--- src/rtl/pulse_seq_if.sv ---
// Write-only configuration port for pulse_seq: selects a channel compare or the period
// register and carries the value to load into it.
interface pulse_seq_if #(
  parameter int WIDTH  = 26,
  parameter int CHAN_W = 2
);
  // Handshake: cfg_we qualifies cfg_chan/cfg_sel/cfg_data for exactly one cycle. There is
  // no ready; the slave accepts every qualified beat, and the write lands on that rising edge.
  logic              cfg_we;
  logic [CHAN_W-1:0] cfg_chan;
  logic [1:0]        cfg_sel;
  logic [WIDTH-1:0]  cfg_data;

  modport master (output cfg_we, cfg_chan, cfg_sel, cfg_data);
  modport slave  (input  cfg_we, cfg_chan, cfg_sel, cfg_data);
endinterface

--- src/rtl/pulse_seq.sv ---
// Multi-channel timing generator: a free-running counter with a programmable terminal count
// drives per-channel set/clear windows, set-match strobes (PULSE_SEQ_STROBE_EN), wrap and led.
module pulse_seq #(
  parameter int               WIDTH          = 26,
  parameter int               CHANNELS       = 4,
  parameter logic [WIDTH-1:0] PERIOD_DEFAULT = {WIDTH{1'b1}},
  parameter logic [WIDTH-1:0] SET_DEFAULT    = WIDTH'(572),
  parameter logic [WIDTH-1:0] CLR_DEFAULT    = WIDTH'(999),
  parameter int               LED_BIT        = WIDTH - 1
) (
  input  logic                sys_clk,
  input  logic                sys_rst,
  input  logic                en,
  pulse_seq_if.slave          cfg,
  output logic                led,
  output logic [CHANNELS-1:0] level,
  output logic [CHANNELS-1:0] strobe,
  output logic                wrap
);

  localparam int CHAN_W = (CHANNELS > 1) ? $clog2(CHANNELS) : 1;

  localparam logic [1:0] SEL_SET    = 2'd0;
  localparam logic [1:0] SEL_CLR    = 2'd1;
  localparam logic [1:0] SEL_PERIOD = 2'd2;

  logic [WIDTH-1:0]    cnt_q, cnt_d;
  logic [WIDTH-1:0]    period_q, period_d;
  logic [WIDTH-1:0]    set_q [CHANNELS];
  logic [WIDTH-1:0]    set_d [CHANNELS];
  logic [WIDTH-1:0]    clr_q [CHANNELS];
  logic [WIDTH-1:0]    clr_d [CHANNELS];
  logic [CHANNELS-1:0] level_q, level_d;
  logic                wrap_q, wrap_d;

  logic                terminal;
  logic [CHANNELS-1:0] set_hit;
  logic [CHANNELS-1:0] clr_hit;

  // >= rather than == so a period written below the running count wraps on the next edge.
  assign terminal = (cnt_q >= period_q);

  // A compare value beyond the period leaves its channel inert, even on the single edge
  // where a shrunk period lets the counter sit above it.
  always_comb begin
    set_hit = '0;
    clr_hit = '0;
    for (int i = 0; i < CHANNELS; i++) begin
      set_hit[i] = (cnt_q == set_q[i]) && (set_q[i] <= period_q);
      clr_hit[i] = (cnt_q == clr_q[i]) && (clr_q[i] <= period_q);
    end
  end

  always_comb begin
    cnt_d   = cnt_q;
    wrap_d  = 1'b0;
    level_d = level_q;
    if (en) begin
      wrap_d = terminal;
      cnt_d  = terminal ? '0 : cnt_q + WIDTH'(1);
      for (int i = 0; i < CHANNELS; i++) begin
        if (set_hit[i]) begin
          level_d[i] = 1'b1;
        end else if (clr_hit[i]) begin
          level_d[i] = 1'b0;
        end
      end
    end
  end

  // Writes land at the edge; compares this cycle still see the old register values.
  always_comb begin
    period_d = period_q;
    for (int i = 0; i < CHANNELS; i++) begin
      set_d[i] = set_q[i];
      clr_d[i] = clr_q[i];
    end
    if (cfg.cfg_we) begin
      if (cfg.cfg_sel == SEL_PERIOD) begin
        period_d = cfg.cfg_data;
      end
      for (int i = 0; i < CHANNELS; i++) begin
        if (cfg.cfg_chan == CHAN_W'(i)) begin
          if (cfg.cfg_sel == SEL_SET) set_d[i] = cfg.cfg_data;
          if (cfg.cfg_sel == SEL_CLR) clr_d[i] = cfg.cfg_data;
        end
      end
    end
  end

  always_ff @(posedge sys_clk) begin
    if (sys_rst) begin
      cnt_q    <= '0;
      period_q <= PERIOD_DEFAULT;
      level_q  <= '0;
      wrap_q   <= 1'b0;
      for (int i = 0; i < CHANNELS; i++) begin
        set_q[i] <= SET_DEFAULT;
        clr_q[i] <= CLR_DEFAULT;
      end
    end else begin
      cnt_q    <= cnt_d;
      period_q <= period_d;
      level_q  <= level_d;
      wrap_q   <= wrap_d;
      for (int i = 0; i < CHANNELS; i++) begin
        set_q[i] <= set_d[i];
        clr_q[i] <= clr_d[i];
      end
    end
  end

`ifdef PULSE_SEQ_STROBE_EN
  logic [CHANNELS-1:0] strobe_q, strobe_d;

  always_comb begin
    strobe_d = '0;
    if (en) begin
      strobe_d = set_hit;
    end
  end

  always_ff @(posedge sys_clk) begin
    if (sys_rst) begin
      strobe_q <= '0;
    end else begin
      strobe_q <= strobe_d;
    end
  end

  assign strobe = strobe_q;
`else
  assign strobe = '0;
`endif

  assign led   = cnt_q[LED_BIT];
  assign level = level_q;
  assign wrap  = wrap_q;

endmodule

--- src/flat_wrapper.sv ---
// flat-port wrapper written by rule: the top's interface ports become plain ports
module pulse_seq_flat 
#(
  parameter int               WIDTH          = 26,
  parameter int               CHANNELS       = 4,
  parameter logic [WIDTH-1:0] PERIOD_DEFAULT = {WIDTH{1'b1}},
  parameter logic [WIDTH-1:0] SET_DEFAULT    = WIDTH'(572),
  parameter logic [WIDTH-1:0] CLR_DEFAULT    = WIDTH'(999),
  parameter int               LED_BIT        = WIDTH - 1
)
  (sys_clk, sys_rst, en, led, level, strobe, wrap, cfg_cfg_we, cfg_cfg_chan, cfg_cfg_sel, cfg_cfg_data);
  pulse_seq_if #(.WIDTH(WIDTH), .CHAN_W((2))) cfg_i ();
  input  logic sys_clk;
  input  logic sys_rst;
  input  logic en;
  output logic led;
  output logic [CHANNELS-1:0] level;
  output logic [CHANNELS-1:0] strobe;
  output logic wrap;
  input wire logic [$bits(cfg_i.cfg_we)-1:0] cfg_cfg_we;
  input wire logic [$bits(cfg_i.cfg_chan)-1:0] cfg_cfg_chan;
  input wire logic [$bits(cfg_i.cfg_sel)-1:0] cfg_cfg_sel;
  input wire logic [$bits(cfg_i.cfg_data)-1:0] cfg_cfg_data;
  assign cfg_i.cfg_we = cfg_cfg_we;
  assign cfg_i.cfg_chan = cfg_cfg_chan;
  assign cfg_i.cfg_sel = cfg_cfg_sel;
  assign cfg_i.cfg_data = cfg_cfg_data;
  pulse_seq #(.WIDTH(WIDTH), .CHANNELS(CHANNELS), .PERIOD_DEFAULT(PERIOD_DEFAULT), .SET_DEFAULT(SET_DEFAULT), .CLR_DEFAULT(CLR_DEFAULT), .LED_BIT(LED_BIT)) u_core (.sys_clk(sys_clk), .sys_rst(sys_rst), .en(en), .cfg(cfg_i), .led(led), .level(level), .strobe(strobe), .wrap(wrap));
endmodule
--- config.mk ---
export PLATFORM = sky130hd
export DESIGN_NAME = pulse_seq_flat
export DESIGN_NICKNAME = d
export VERILOG_FILES = /design/src/rtl/pulse_seq_if.sv /design/src/rtl/pulse_seq.sv /design/src/flat_wrapper.sv
export SDC_FILE = /design/constraint.sdc
export NUM_CORES = 1
export LEC_CHECK = 0
export ABC_AREA = 1
export CELL_PAD_IN_SITES_DETAIL_PLACEMENT = 0
export CELL_PAD_IN_SITES_GLOBAL_PLACEMENT = 1
export CORE_MARGIN = 5
export CORE_UTILIZATION = 46
export CTS_CLUSTER_SIZE = 24
export DETAILED_ROUTE_END_ITERATION = 8
export PLACE_DENSITY_LB_ADDON = 0.3
export SETUP_SLACK_MARGIN = 0.4
export SYNTH_ARGS = -nofsm -noshare
export SYNTH_HDL_FRONTEND = slang
export SYNTH_SLANG_ARGS = --single-unit
--- constraint.sdc ---
create_clock -name sys_clk -period 2.7 [get_ports sys_clk]
set_clock_uncertainty 0.15 [all_clocks]
set_input_delay 0.405 -clock sys_clk [delete_from_list [all_inputs] [get_ports sys_clk]]
set_output_delay 0.405 -clock sys_clk [all_outputs]
set_load 0.005 [all_outputs]
==> out/qor.csv <==
stage,metric,value,unit
final_layout,diodes,0,
route,ant_nets,0,
synth,yosys.area_share.simple,25.1,%
power,power.density,510,mW/mm²
setup_path,crit_fanout,11,
clocking,cts_sinks,265,
global_route,grtUsageTotal,30.0,%
synth,synth-xor-area-share,4.63,%
global_route,antenna_found_initial,1,
clocking,cts_tree,done,
global_route,grt_pass1_vias,16517,
floorplanning,core,0.0388,mm²
clocking,cts-htree-levels,2,
synth,yosys_most_used_dff,dfxtp_1,
place,dp.cells,3153,
setup_path,regToRegEndpoint,u_core.level[1],
synth,yosysSeqAreaShare,29.2,%
setup_path,end_kind,flip-flop,
min_path,hold_path.startpoint,u_core.level[0],
setup_path,crit_chain,"buf_4, inv_1, nand2_1, nand4_1, nor3_1, nand2_1, nor2_1, nand2_1, nand2_1, a21oi_1",
sta,rsz0062_at_grt,no,
final_layout,drive_gt1_share,7.67,%
floorplanning,rows,72,
route,initialDrtViolationCount,1763,
synth,synth_area_per_cell,6.90,µm²
setup_path,r2r_cells,10,
synth,synth_commonest_cells,"573 x nand2_1, 353 x nor2_1, 265 x dfxtp_1",
power,netSwitchingPower,2.73,mW
route,post-route-drc-count,0,
setup_path,path_buf_inv,2,
route,wl,67100,µm
final_layout,syn2layout_area_growth,14.2,%
synth,synth_edf_count,0,
setup_path,path_depth,10,
final_layout,final_util,53.4,%
synth,yosysTopAreaCellShare,29.2,%
setup_path,criticalPathCategory,reg2reg,
setup_path,crit_family,simple AND/OR/NAND/NOR gates,
synth,synth_compound_area_share,15.8,%
setup_path,startpoint_type,flip-flop,
synth,yosysWarnings,0,
synth,synth_adder_area_share,16.2,%
floorplanning,start_util,46.8,%
setup_path,cp_common_cell,nand2_1,
setup_path,cp.arrival,2.53,ns
place,io_buffer_count,39,
floorplanning,die_area,0.0436,mm²
clocking,path_clk_slew,0.06,ns
floorplanning,ios,44,
floorplanning,die_h,209,µm
clocking,insertion_delay,0.55,ns
sta,setup_violations,0,
final_layout,final_nets,2943,
global_route,grt_max_degree,72,
clocking,numCtsBuffers,34,
clocking,holdBufCountCts,0,
synth,netlist_area,0.0182,mm²
synth,synth_cells,2634,
route,wl_per_cell,20.9,µm
min_path,holdPathStages,2,
sta,hold_viol_final,0,
synth,ys_ff_latch,265,
final_layout,fin_cells,3217,
setup_path,slowest_stage,nor3_1,
place,hpwlAfterDp,51700,µm
sta,period_needed,2.27,ns
power,sw_frac_of_total,25.8,%
synth,synth.distinct_cells,47,
sta,slew_headroom,35.2,%
run,cap_violations,0,
place,place_congestion,0.956,
synth,yosys.area.top_type,dfxtp_1,
power,p_int,7.85,mW
synth,synth_top_family_by_area,simple AND/OR/NAND/NOR gates,
sta,worstMarginPinSlew,0.970,ns
setup_path,r2r-start,u_core.cnt_q[20],
sta,finalMaxSlewViolations,0,
synth,ys_top_cells_by_area,"dfxtp_1 29%, ha_1 16%, nand2_1 12%",
synth,synth_most_common_cell,nand2_1,
setup_path,crit_start,u_core.cnt_q[20],
status,status,"complete, no violations",
route,dr.pass1.iters,6,
final_layout,fill_cells,3818,
route,vias,17787,
power,p_seq_share,38.7,%
power,ir_drop,0.442,mV
sta,fin_crit_sh,84.1,%
clocking,cts_buffer_depth,3,
sta,fin_tns_setup,0,ns
global_route,grt-ovfl-total,0,
floorplanning,die_w,209,µm
synth,muxShareOfSynthArea,0,%
setup_path,cp.required,2.96,ns
power,comb_power_share,10.4,%
min_path,hp-class,reg2reg,
clocking,clockRootBuffer,clkbuf_16,
power,p_clk_share,50.9,%
setup_path,cp-endpoint,u_core.level[1],
setup_path,slowest_delay,0.42,ns
setup_path,r2r_slack,0.43,ns
global_route,grt_pass1_wl,101000,µm
synth,synthArstFlopShare,0,%
sta,timing.fmax,440,MHz
route,via_per_inst,5.53,
power,leakagePower,10.2,nW
==> stage by stage <==
step,hold slack (ns),worst slack [ns],instance area [µm²],power [mW]
6_report,0.311,0.429,20700,10.6
5_1_grt,0.340,0.383,20700,10.9
4_1_cts,0.320,0.440,20700,10.6
3_5_place_dp,0.312,0.238,19300,5.24
3_3_place_gp,0.301,0.292,19300,5.22
2_1_floorplan,0.302,0.704,18200,4.81
==> placed cells by master, fill, tap and decap left out, types with 37 or more instances in the layout <==
| master | Yosys | final |
|---|---|---|
| nand2_1 | 573 | 573 |
| nor2_1 | 353 | 349 |
| dfxtp_1 | 265 | 264 |
| inv_1 | 262 | 259 |
| ha_1 | 235 | 234 |
| o21ai_0 | 234 | 232 |
| a21oi_1 | 196 | 195 |
| nand3_1 | 83 | 83 |
| buf_4 | 11 | 81 |
| xor2_1 | 53 | 53 |
| xnor2_1 | 43 | 43 |
| o211ai_1 | 42 | 42 |
| clkdlybuf4s50_1 | 0 | 39 |
| clkbuf_16 | 0 | 37 |
==> cell type report <==
| type | count | area [µm²] | share of cell area (%) |
|---|---|---|---|
| Clock inverter | 15 | 282 | 1.36 |
| Sequential cell | 265 | 5310 | 25.6 |
| Tap cell | 518 | 648 | 3.12 |
| Multi-Input combinational cell | 1968 | 11300 | 54.5 |
| Clock buffer | 46 | 1040 | 5.01 |
| Inverter | 278 | 1060 | 5.11 |
| Timing Repair Buffer | 127 | 1110 | 5.36 |
==> sequential cells by signal, summed over array words and instances (netlist names) <==
| register | flops |
|---|---|
| u_core.level | 4 |
| u_core.period_q | 26 |
| u_core.cnt_q | 26 |
| u_core.wrap | 1 |
| u_core.clr_q | 104 |
| u_core.set_q | 104 |
==> kinds of logic after synthesis <==
| kind of cell | count (synthesis) |
|---|---|
| AOI/OAI and AO/OA | 531 |
| xor gates and xnor gates | 96 |
| adders and majority gates | 235 |
| buffers and inverters | 404 |
| DFF | 265 |
| other | 1 |
| and+or+nand+nor | 1102 |
==> metal layers <==
| layer | GRT usage, % | vias to the layer above | share of wire (%) |
|---|---|---|---|
| li1 | - | 8712 | - |
| met1 | 43.0 | 8188 | 46 |
| met2 | 46.2 | 751 | 43 |
| met3 | 4.39 | 134 | 7.9 |
| met4 | 10.1 | 2 | 3.3 |
| met5 | 0 | - | 0.019 |
==> worst min path at each step <==
stage	endpoint	slack (ns)
global route	u_core.level[3]	0.34
floorplan	u_core.set_q[1][6]	0.30
CTS	u_core.level[0]	0.32
finish	u_core.level[0]	0.31
global placement	u_core.level[0]	0.30
detailed placement	u_core.level[0]	0.31
==> power by group through the flow <==
stage                     sequential [mW]  combinational (mW)  clock (mW)
after floorplan                      4.14               0.674           0
after global placement               4.17                1.05           0
after detailed placement             4.17                1.08           0
after CTS                            4.08                1.08        5.42
after global routing                 4.09                1.23        5.57
final                                4.09                1.10        5.38
==> tightest hold or removal path, cell delays in order (launching register included) <==
cell and delay [ns]:
dfxtp_1 0.30, nand2_1 0.06, a21oi_1 0.05
==> what timing repair did <==
item                       CTS  global route
hold endpoints to repair     0             0
buffers inserted             0             3
pin swaps                    0             5
gates resized for setup      1            20
setup endpoints to repair    1            23
(Power assumes the default switching activity.)
